File: src/rtl/sram_pkg.sv
// Shared types and defaults for the IF/MEM SRAM port arbiter.
package sram_pkg;

  localparam int unsigned DEF_RD_CYCLES = 2;
  localparam int unsigned DEF_WE_CYCLES = 1;

  localparam logic GRANT_IF  = 1'b0;
  localparam logic GRANT_MEM = 1'b1;

  typedef enum logic [2:0] {
    ST_IDLE,
    ST_IF_RD,
    ST_IF_RESP,
    ST_MEM_RD,
    ST_MEM_RESP,
    ST_WR_SETUP,
    ST_WR_PULSE,
    ST_WR_HOLD
  } state_t;

endpackage

File: src/rtl/sram_arbiter.sv
// Round-robin arbiter sharing one asynchronous SRAM between instruction fetch
// and the MEM stage, with registered strobes and multi-cycle read/write timing.
module sram_arbiter
  import sram_pkg::*;
#(
  parameter int unsigned ADDR_W    = 20,
  parameter int unsigned RD_CYCLES = DEF_RD_CYCLES,
  parameter int unsigned WE_CYCLES = DEF_WE_CYCLES
) (
  input  logic              clk,
  input  logic              rst,
  input  logic [31:0]       if_addr,
  output logic [31:0]       if_data,
  output logic              if_stall,
  input  logic              mem_req,
  input  logic              mem_we,
  input  logic [3:0]        mem_be,
  input  logic [31:0]       mem_addr,
  input  logic [31:0]       mem_wdata,
  output logic [31:0]       mem_rdata,
  output logic              mem_ack,
  output logic [ADDR_W-1:0] sram_addr,
  output logic [31:0]       sram_dq_o,
  output logic              sram_dq_oe,
  input  logic [31:0]       sram_dq_i,
  output logic              sram_ce_n,
  output logic              sram_oe_n,
  output logic              sram_we_n,
  output logic [3:0]        sram_be_n
);

  localparam int unsigned CNT_MAX = (RD_CYCLES > WE_CYCLES) ? RD_CYCLES : WE_CYCLES;
  localparam int unsigned CNT_W   = (CNT_MAX > 1) ? $clog2(CNT_MAX) : 1;

  state_t              r_state, w_state_nx;
  logic                r_last_grant, w_last_grant_nx;
  logic [CNT_W-1:0]    r_cnt, w_cnt_nx;
  logic [ADDR_W-1:0]   r_sram_addr, w_addr_nx;
  logic [31:0]         r_sram_dq_o, w_dq_o_nx;
  logic [3:0]          r_sram_be_n, w_be_n_nx;
  logic                r_sram_dq_oe, w_dq_oe_nx;
  logic                r_sram_ce_n, w_ce_n_nx;
  logic                r_sram_oe_n, w_oe_n_nx;
  logic                r_sram_we_n, w_we_n_nx;
  logic [31:0]         r_if_data, w_if_data_nx;
  logic [31:0]         r_mem_rdata, w_mem_rdata_nx;
  logic                r_if_stall, w_if_stall_nx;
  logic                r_mem_ack, w_mem_ack_nx;

  // Byte-offset and above-window address bits are intentionally ignored.
  logic w_unused;
  assign w_unused = ^{if_addr[1:0], if_addr[31:ADDR_W+2],
                      mem_addr[1:0], mem_addr[31:ADDR_W+2]};

  // Next-state, access latching and next values of the registered outputs.
  always_comb begin
    w_state_nx      = r_state;
    w_last_grant_nx = r_last_grant;
    w_cnt_nx        = r_cnt;
    w_addr_nx       = r_sram_addr;
    w_dq_o_nx       = r_sram_dq_o;
    w_be_n_nx       = r_sram_be_n;
    w_if_data_nx    = r_if_data;
    w_mem_rdata_nx  = r_mem_rdata;
    w_dq_oe_nx      = 1'b0;
    w_ce_n_nx       = 1'b1;
    w_oe_n_nx       = 1'b1;
    w_we_n_nx       = 1'b1;
    w_if_stall_nx   = 1'b1;
    w_mem_ack_nx    = 1'b0;

    unique case (r_state)
      ST_IDLE, ST_IF_RESP, ST_MEM_RESP: begin
        w_cnt_nx = CNT_W'(RD_CYCLES - 1);
        if (mem_req && (r_last_grant == GRANT_IF)) begin
          w_last_grant_nx = GRANT_MEM;
          w_addr_nx       = mem_addr[ADDR_W+1:2];
          if (mem_we) begin
            w_state_nx = ST_WR_SETUP;
            w_dq_o_nx  = mem_wdata;
            w_be_n_nx  = ~mem_be;
          end else begin
            w_state_nx = ST_MEM_RD;
            w_be_n_nx  = 4'h0;
          end
        end else begin
          w_last_grant_nx = GRANT_IF;
          w_state_nx      = ST_IF_RD;
          w_addr_nx       = if_addr[ADDR_W+1:2];
          w_be_n_nx       = 4'h0;
        end
      end
      ST_IF_RD, ST_MEM_RD: begin
        if (r_cnt == '0) begin
          if (r_state == ST_IF_RD) begin
            w_state_nx   = ST_IF_RESP;
            w_if_data_nx = sram_dq_i;
          end else begin
            w_state_nx     = ST_MEM_RESP;
            w_mem_rdata_nx = sram_dq_i;
          end
        end else begin
          w_cnt_nx = r_cnt - CNT_W'(1);
        end
      end
      ST_WR_SETUP: begin
        w_state_nx = ST_WR_PULSE;
        w_cnt_nx   = CNT_W'(WE_CYCLES - 1);
      end
      ST_WR_PULSE: begin
        if (r_cnt == '0) begin
          w_state_nx = ST_WR_HOLD;
        end else begin
          w_cnt_nx = r_cnt - CNT_W'(1);
        end
      end
      ST_WR_HOLD: begin
        w_state_nx = ST_MEM_RESP;
      end
      default: begin
        w_state_nx = ST_IDLE;
      end
    endcase

    // Strobes are decoded from the next state so they leave a flop cleanly.
    unique case (w_state_nx)
      ST_IF_RD, ST_MEM_RD: begin
        w_ce_n_nx = 1'b0;
        w_oe_n_nx = 1'b0;
      end
      ST_WR_SETUP, ST_WR_HOLD: begin
        w_ce_n_nx  = 1'b0;
        w_dq_oe_nx = 1'b1;
      end
      ST_WR_PULSE: begin
        w_ce_n_nx  = 1'b0;
        w_we_n_nx  = 1'b0;
        w_dq_oe_nx = 1'b1;
      end
      ST_IF_RESP: begin
        w_if_stall_nx = 1'b0;
        w_be_n_nx     = 4'hF;
      end
      ST_MEM_RESP: begin
        w_mem_ack_nx = 1'b1;
        w_be_n_nx    = 4'hF;
      end
      default: begin
        w_be_n_nx = 4'hF;
      end
    endcase
  end

  // State and output registers; reset drops every strobe immediately.
  always_ff @(posedge clk or negedge rst) begin
    if (!rst) begin
      r_state      <= ST_IDLE;
      r_last_grant <= GRANT_IF;
      r_cnt        <= '0;
      r_sram_addr  <= '0;
      r_sram_dq_o  <= '0;
      r_sram_be_n  <= 4'hF;
      r_sram_dq_oe <= 1'b0;
      r_sram_ce_n  <= 1'b1;
      r_sram_oe_n  <= 1'b1;
      r_sram_we_n  <= 1'b1;
      r_if_data    <= '0;
      r_mem_rdata  <= '0;
      r_if_stall   <= 1'b1;
      r_mem_ack    <= 1'b0;
    end else begin
      r_state      <= w_state_nx;
      r_last_grant <= w_last_grant_nx;
      r_cnt        <= w_cnt_nx;
      r_sram_addr  <= w_addr_nx;
      r_sram_dq_o  <= w_dq_o_nx;
      r_sram_be_n  <= w_be_n_nx;
      r_sram_dq_oe <= w_dq_oe_nx;
      r_sram_ce_n  <= w_ce_n_nx;
      r_sram_oe_n  <= w_oe_n_nx;
      r_sram_we_n  <= w_we_n_nx;
      r_if_data    <= w_if_data_nx;
      r_mem_rdata  <= w_mem_rdata_nx;
      r_if_stall   <= w_if_stall_nx;
      r_mem_ack    <= w_mem_ack_nx;
    end
  end

  assign if_data    = r_if_data;
  assign if_stall   = r_if_stall;
  assign mem_rdata  = r_mem_rdata;
  assign mem_ack    = r_mem_ack;
  assign sram_addr  = r_sram_addr;
  assign sram_dq_o  = r_sram_dq_o;
  assign sram_dq_oe = r_sram_dq_oe;
  assign sram_ce_n  = r_sram_ce_n;
  assign sram_oe_n  = r_sram_oe_n;
  assign sram_we_n  = r_sram_we_n;
  assign sram_be_n  = r_sram_be_n;

endmodule
File: config.mk
export PLATFORM = sky130hd
export DESIGN_NAME = sram_arbiter
export DESIGN_NICKNAME = d
export VERILOG_FILES = /design/src/rtl/sram_pkg.sv /design/src/rtl/sram_arbiter.sv
export SDC_FILE = /design/constraint.sdc
export NUM_CORES = 1
export LEC_CHECK = 0
export ABC_CLOCK_PERIOD_IN_PS = 3130
export CAP_MARGIN = 10
export CORE_MARGIN = 1.5
export CORE_UTILIZATION = 43
export CTS_CLUSTER_DIAMETER = 200
export CTS_CLUSTER_SIZE = 8
export DETAILED_ROUTE_END_ITERATION = 10
export PLACE_DENSITY = 0.83
export SETUP_SLACK_MARGIN = 0.3
export SKIP_LAST_GASP = 1
export SYNTH_ARGS = -nofsm -noshare
export SYNTH_HDL_FRONTEND = slang
export SYNTH_SLANG_ARGS = --single-unit
File: constraint.sdc
create_clock -name clk -period 3.13 [get_ports clk]
set_input_delay 0.939 -clock clk [delete_from_list [all_inputs] [get_ports clk]]
set_output_delay 0.939 -clock clk [all_outputs]
set_load 0.01 [all_outputs]
==> flow_summary.rst, run 1 <==
.. list-table::
   :header-rows: 1

   * - Metric
     - Value
   * - Critical register-to-register path startpoint
     - r_state[0]
   * - Number of warnings issued by yosys
     - 0
   * - Fraction of the mapped netlist area in simple logic gates
     - 0.0442
   * - Result of the run
     - complete, but fails checks
   * - Synth Flop Type
     - dfrtp_1
   * - Leading cell type by number of instances after synthesis
     - dfrtp_1
   * - Number of enable-type register cells in the synthesized netlist
     - 0
   * - Largest family of logic cells by synthesized area
     - multiplexers
   * - Leading cell types by total area after synthesis
     - dfrtp_1, mux2_2, dfstp_2
   * - Multi-input gate area in the final layout
     - 0.00172 mm^2
   * - Largest net degree at the start of global routing
     - 61
   * - Hold WC Path Type
     - reg2reg
   * - Setup total negative slack
     - 0 ps
   * - Post-layout min period
     - 2450 ps
   * - Post-route DRC
     - 19
   * - Clock tree from TritonCTS
     - built
   * - Areal power density over the cells
     - 1120 mW/mm^2
   * - Total wire length
     - 13,100 um
   * - Max-slew violation count
     - 0
   * - Setup repair after global routing missed its margin
     - false
   * - Source of the worst hold timing path
     - r_last_grant
   * - # IOs
     - 262
   * - Starting density of the core
     - 0.445
   * - Placeable core region
     - 0.0116 mm^2
   * - Clock-pin slew reported for the worst setup and hold paths after clock tree synthesis
     - 60 ps
   * - Drt wl/cell
     - 17.5 um
   * - R2r endpoint
     - if_data[17]
   * - Row count
     - 39
   * - Number of antenna violations at the first check in global routing
     - 0
   * - Total Nets Final
     - 725
   * - Worst Path Class, Setup
     - reg2out
   * - Worst path slowest cell
     - clkdlybuf4s50_1
   * - Setup Buffers After CTS
     - 0
   * - Number of CTS-inserted buffers
     - 17
   * - Total placed cells including tap cells
     - 713
   * - Distinct cell type count of the synthesized netlist
     - 27
   * - Number of max-cap violations
     - 0
   * - Post-synthesis sequential area ratio
     - 0.639
   * - Required arrival time at the worst endpoint
     - 2190 ps
   * - Library cell with the largest summed area after synthesis
     - dfrtp_1
   * - Total of cells resized after clock tree synthesis
     - 0
   * - Routed via count
     - 3,660
   * - Cell chain of the critical path
     - clkdlybuf4s50_1
   * - Share of the clock period used by the worst path after layout
     - 0.782
   * - Fin worst setup slack
     - 683 ps
   * - # setup viols final
     - 0
   * - Maximum single-stage delay on the critical path
     - 560 ps
   * - CTS Sinks
     - 131
   * - Layout Skew
     - 11.9 ps
   * - Family of cells with the greatest summed delay on the critical path
     - buffers and inverters
   * - Final standard cell utilization of the core
     - 0.724
   * - Maximum VDD drop
     - 0.667 mV
   * - Final Hold Vio Count
     - 0
   * - Mux contribution to synthesized area
     - 0.253
   * - Antenna-violating nets left
     - 0
   * - Synth Area in Adders
     - 0
   * - Width of the die
     - 112 um
   * - IO Port Bufs
     - 237
   * - Post-synthesis to final-layout area growth
     - 62.6%
   * - Post-synthesis average cell area
     - 14.8 um^2
   * - Wire length of the first global-routing pass
     - 20,800 um
   * - Diode count
     - 0
   * - Tightest Pin Transition
     - 804 ps
   * - Via count of the first global-routing pass
     - 3,897
   * - Final Instance Count excl. Fillers
     - 745
   * - Sequential cell area
     - 0.00329 mm^2
   * - Maximum root-to-sink buffer count
     - 2
   * - Gp weighted congestion
     - 0.713
   * - R2R cell count
     - 4
   * - Fmax
     - 0.409 GHz
   * - Post-Synth XOR/XNOR Area
     - 0
   * - Ys async rst share
     - 1.00
   * - Setup slack at placement
     - 553 ps
   * - Violated checks
     - DRC
   * - Synthesis-stage register bit count
     - 131
   * - Data arrival at the endpoint of the critical path
     - 1510 ps
   * - Total half-perimeter wirelength after legalization and detailed placement
     - 9230 um
   * - Total die area
     - 0.0126 mm^2
   * - H-tree depth reported by CTS
     - 4
   * - Worst hold path stage count
     - 2
   * - Worst-path maximum fanout
     - 2
   * - Leakage power
     - 3.60 nW
   * - Layout cells sized above 1
     - 0.233
   * - Synthesized netlist net count
     - 483
   * - Sort of element at the end of the critical path
     - output port
   * - Root Buffer
     - clkbuf_16
   * - Height of the die
     - 112 um
   * - Buf+Inv Stages, Crit Path
     - 1
   * - Flop-to-flop setup slack
     - 1250 ps
   * - Overflow after GRT
     - 0
   * - Detailed router's first-iteration violation count
     - 217
   * - Total of hold buffers inserted after clock tree synthesis
     - 0
   * - Capture endpoint of the worst hold path
     - r_last_grant
   * - Overall routing resource usage
     - 0.217
   * - 1st-pass router iterations
     - 10
   * - Max_slew headroom
     - 0.464
   * - Gate count after technology mapping
     - 347
   * - Mapped Area
     - 0.00515 mm^2
   * - Compound-Gate Fraction of Synth Area
     - 0.0345
   * - Skew-Pair Late Insertion Delay
     - 420 ps
   * - Post-synth top area share
     - 0.598
   * - Fill cell count
     - 783
   * - CP startpoint kind
     - flop
   * - Via density per instance
     - 4.91
   * - Synth top cells by count
     - dfrtp_1, mux2_2, nand2_1
metrics by stage:
stage	hold slack, ps	total power, mW	area [um^2]
floorplan	441	4.86	5150
global placement	456	6.89	7650
detailed placement	463	7.04	7650
CTS	475	9.51	8370
global route	506	9.91	8370
finish	471	9.41	8370
sequential cells by signal (all words and copies together), names as in the netlist, 3 cells and up:
signal / cells
sram_addr: 20
if_data: 32
mem_rdata: 32
sram_be_n: 4
r_state: 3
sram_dq_o: 32
power by group:
part	switching [mW]	internal, mW	total, mW
Clock	0.720	1.68	2.40
Combinational	1.55	2.38	3.92
Sequential	0.486	2.60	3.09
metal layers:
layer	up-vias	wire length, um	track usage
li1	1700	-	-
met3	22	1200	0.0718
met4	0	254	0.0869
met2	169	6790	0.382
met5	-	0	0
met1	1769	4820	0.245
cell type report:
type                       count  area share
inverter                       3     0.00135
tap                          143      0.0214
sequential                   131       0.393
clock inverter                13      0.0330
timing repair buffer         244       0.292
multi-input combinational    192       0.206
clock buffer                  19      0.0529
worst max path at each step:
stage,from,endpoint,depth (start not counted)
2_1_floorplan,mem_req,sram_dq_o[29],6
3_3_place_gp,mem_req,sram_dq_o[10],5
3_5_place_dp,mem_req,sram_dq_o[9],5
4_1_cts,sram_be_n[2],sram_be_n[2],1
5_1_grt,sram_be_n[2],sram_be_n[2],1
6_report,sram_be_n[2],sram_be_n[2],1
logic make-up (layout without fill, tap and decap cells):
group,after synthesis,count (layout)
AO/OA/AOI/OAI,32,32
buffers and inverters,24,279
flip-flops,131,131
multiplexers,117,117
AND/OR/NAND/NOR,43,43
cells in the final DEF (no fill, tap or decap):
cell type        synthesis  layout
nor4bb_4                 0       1
bufinv_16                0       8
mux2_4                   3       3
nor3_1                   1       1
nor2b_1                  1       1
clkbuf_1                 6       1
nand2b_1                 3       3
clkbuf_16                0      17
inv_1                    3       3
clkinv_4                 0       1
and3_1                   1       1
nand4bb_4                1       1
buf_12                   0       2
a21o_1                   1       1
mux2_2                  87      87
clkinv_2                 0       2
clkdlybuf4s50_1          0     236
clkbuf_8                 0       1
and2_1                   1       1
nand2_1                 31      31
buf_4                    4       6
dfrtp_1                123     123
o21ai_0                 25      25
nor3b_4                  1       1
and2b_1                  1       1
o211ai_1                 4       4
a21oi_1                  1       1
dfstp_2                  8       8
inv_6                    0       2
a221o_1                  1       1
nand3_1                  1       1
mux2_1                   6       6
mux2i_1                 21      21
(Power assumes the default switching activity.)
==> run 2, diff against run 1 <==
ABC_CLOCK_PERIOD_IN_PS = 2100   (was 3130)
CORE_UTILIZATION = 36   (was 43)
PLACE_DENSITY = 0.73   (was 0.83)
clock period = 2.1 ns   (was 3.13 ns; I/O delays follow)
==> run 2 against run 1 <==
Against the previous run: the run now ends clean; via count is 0.27% higher; clock power is 20% higher; worst hold slack worse by 220 ps; flip-flop and latch count stayed put; non-clock buffer count is 3 higher; combinational power is 27% higher; critical path depth stayed put; wire length is 9.0% lower; count of clock-buffer cells in the layout is 3 higher; global-route usage is 5.2 points lower; sequential share of layout area is 1.0 points higher; largest cell class unchanged; highest routed layer unchanged.
==> flow_summary.rst, run 2 (synthesis gave the netlist of run 1 again) <==
.. list-table::
   :header-rows: 1

   * - Metric
     - Value
   * - Result of the run
     - finished, final reports clean
   * - Layout cells sized above 1
     - 0.250 (+0.0170)
   * - Number of max-cap violations
     - 0 (unchanged)
   * - Fmax
     - 0.582 GHz
   * - Final Hold Vio Count
     - 0 (unchanged)
   * - Worst path slowest cell
     - dfrtp_1
   * - Leakage power
     - 3.77 nW (+4.8%)
   * - Via count of the first global-routing pass
     - 3,708 (-4.8%)
   * - Tightest Pin Transition
     - 508 ps (-296 ps)
   * - Most common cell after layout, fill and taps aside
     - dfrtp_1
   * - Sort of element at the end of the critical path
     - output port
   * - 1st-pass router iterations
     - 3 (-7)
   * - Maximum VDD drop
     - 0.862 mV (+29%)
   * - Number of CTS-inserted buffers
     - 17 (unchanged)
   * - Clock-pin slew reported for the worst setup and hold paths after clock tree synthesis
     - 50 ps (about the same)
   * - Clock tree from TritonCTS
     - built
   * - Share of total power in sequential cells
     - 0.363 (+0.035)
   * - Routed via count
     - 3,670 (+0.27%)
   * - Starting density of the core
     - 0.369 (-0.0757)
   * - Total of hold buffers inserted after clock tree synthesis
     - 0 (unchanged)
   * - Most used cells in the layout excluding fill and tap cells
     - dfrtp_1, dlygate4sd2_1, clkdlybuf4s50_1
   * - Post-synthesis to final-layout area growth
     - 58.5%
   * - Sw frac
     - 0.314 (+0.0216)
   * - Post-route DRC
     - 0 (-19)
   * - Overall routing resource usage
     - 0.165 (-0.0522)
   * - Switch Pwr
     - 3.89 mW (+41%)
   * - Gp weighted congestion
     - 0.711 (-0.31%)
   * - Placeable core region
     - 0.0139 mm^2 (+20%)
   * - Row count
     - 43 (+10%)
   * - Worst Path Class, Setup
     - reg2out
   * - Height of the die
     - 123 um (+9.0%)
   * - Worst hold-check slack
     - 246 ps (-225 ps)
   * - Worst-path maximum fanout
     - 2 (unchanged)
   * - Part of the total power dissipated in combinational logic
     - 0.404 (-0.013)
   * - Buf+Inv Stages, Crit Path
     - 1 (unchanged)
   * - Total die area
     - 0.0150 mm^2 (+19%)
   * - Max-slew violation count
     - 0 (unchanged)
   * - Antenna-violating nets left
     - 0 (unchanged)
   * - Layout Skew
     - 5.84 ps (-6.02 ps)
   * - Maximum single-stage delay on the critical path
     - 390 ps (-170 ps)
   * - Areal power density over the cells
     - 1520 mW/mm^2 (+35%)
   * - Total wire length
     - 11,900 um (-9.0%)
   * - Family of cells with the greatest summed delay on the critical path
     - flip-flops
   * - Required arrival time at the worst endpoint
     - 1470 ps (-720 ps)
   * - Diode count
     - 0 (unchanged)
   * - # setup viols final
     - 0 (unchanged)
   * - Width of the die
     - 123 um (+9.0%)
   * - Share of the clock period used by the worst path after layout
     - 0.818
   * - CTS Sinks
     - 131 (unchanged)
   * - Maximum root-to-sink buffer count
     - 2 (unchanged)
   * - Root Buffer
     - clkbuf_16
   * - Setup total negative slack
     - 0 ps (unchanged)
   * - H-tree depth reported by CTS
     - 4 (unchanged)
   * - Detailed router's first-iteration violation count
     - 112 (-48%)
   * - Cell chain of the critical path
     - dlygate4sd2_1
   * - Fill cell count
     - 1,155 (+48%)
   * - Skew-Pair Late Insertion Delay
     - 410 ps (about the same)
   * - Max_slew headroom
     - 0.661 (+0.197)
   * - Drt wl/cell
     - 15.1 um (-14%)
   * - Via density per instance
     - 4.68 (-4.8%)
   * - Total Nets Final
     - 728 (+0.41%)
   * - IO Port Bufs
     - 237 (unchanged)
   * - CP startpoint kind
     - flop
   * - Setup repair after global routing missed its margin
     - false
   * - Largest net degree at the start of global routing
     - 93 (+52%)
   * - Overflow after GRT
     - 0 (unchanged)
   * - Proportion of power drawn by the clock network
     - 0.233 (-0.022)
   * - # IOs
     - 262 (unchanged)
   * - Total half-perimeter wirelength after legalization and detailed placement
     - 8690 um (-5.9%)
   * - Cell Int Power
     - 8.49 mW (+27%)
   * - Wire length of the first global-routing pass
     - 18,800 um (-9.6%)
   * - Number of antenna violations at the first check in global routing
     - 0 (unchanged)
   * - Post-layout min period
     - 1720 ps
   * - Hold WC Path Type
     - in2async
   * - Data arrival at the endpoint of the critical path
     - 1090 ps (-420 ps)
[run 2: cell count changes in the layout (fill, tap and decap cells not counted), sizes merged]
cell	delta
buf	+10
dlygate4sd2	+118
clkinvlp	+2
clkdlybuf4s50	-126
inv	-2
bufinv	-6
clkbuf	+4
clkinv	+3
[run 2: layout make-up]
| type | count | area (um^2) | area share |
|---|---|---|---|
| well taps | 180 | 225 | 0.0276 |
| clock buffers | 22 | 484 | 0.0594 |
| clock inverters | 10 | 105 | 0.0129 |
| inverters | 3 | 11.3 | 0.00138 |
| repair buffers | 247 | 2320 | 0.284 |
| multi-input cells | 192 | 1720 | 0.211 |
| flip-flops and latches | 131 | 3290 | 0.403 |
[run 2: power by group through the flow]
stage / Clock [mW] / Sequential, mW / Combinational [mW]
floorplan: 0 / 5.11 / 2.13
global placement: 0 / 4.52 / 5.88
detailed placement: 0 / 4.60 / 5.96
CTS: 2.96 / 4.52 / 5.11
global route: 3.09 / 4.68 / 5.43
finish: 2.89 / 4.49 / 4.99
[run 2: worst register-to-register path, stage by stage, from the launching register on]
cell and delay [ps]:
dfrtp_1 510, nor4bb_4 430, buf_4 260, mux2_2 360
[run 2: final timing paths]
path / from / to / slack, ps / cells after the start
max reg2reg: r_state[2] / mem_rdata[27] / 430 / 3
min in group clk: r_last_grant / r_last_grant / 470 / 2
max in group asynchronous: rst / sram_we_n / 1420 / 2
min: rst / sram_addr[13] / 250 / 2
min reg2reg: r_last_grant / r_last_grant / 470 / 2
max: if_data[9] / if_data[9] / 380 / 1
[run 2: repair_timing]
item | 4_1_cts | 5_1_grt
setup buffers | 0 | 0
gates cloned | 0 | 0
endpoints found under the setup margin | 126 | 2
gates resized for setup | 146 | 3
[run 2: metrics by stage]
step                setup slack, ps  power [mW]   util  instances  area, um^2
finish                          382        12.4  0.585        785        8160
global route                    332        13.2  0.585        785        8160
CTS                             213        12.6  0.586        785        8170
detailed placement             18.1        10.6  0.557        753        7750
global placement               52.8        10.4  0.557        753        7750
floorplan                       378        7.24      -        347        5150
[run 2: metal layers]
layer	vias up	GRT usage	part of all wire
met1	1800	0.191	0.40
met5	-	0	0
met2	144	0.272	0.50
met4	0	0.0749	0.022
li1	1704	-	-
met3	22	0.0627	0.079
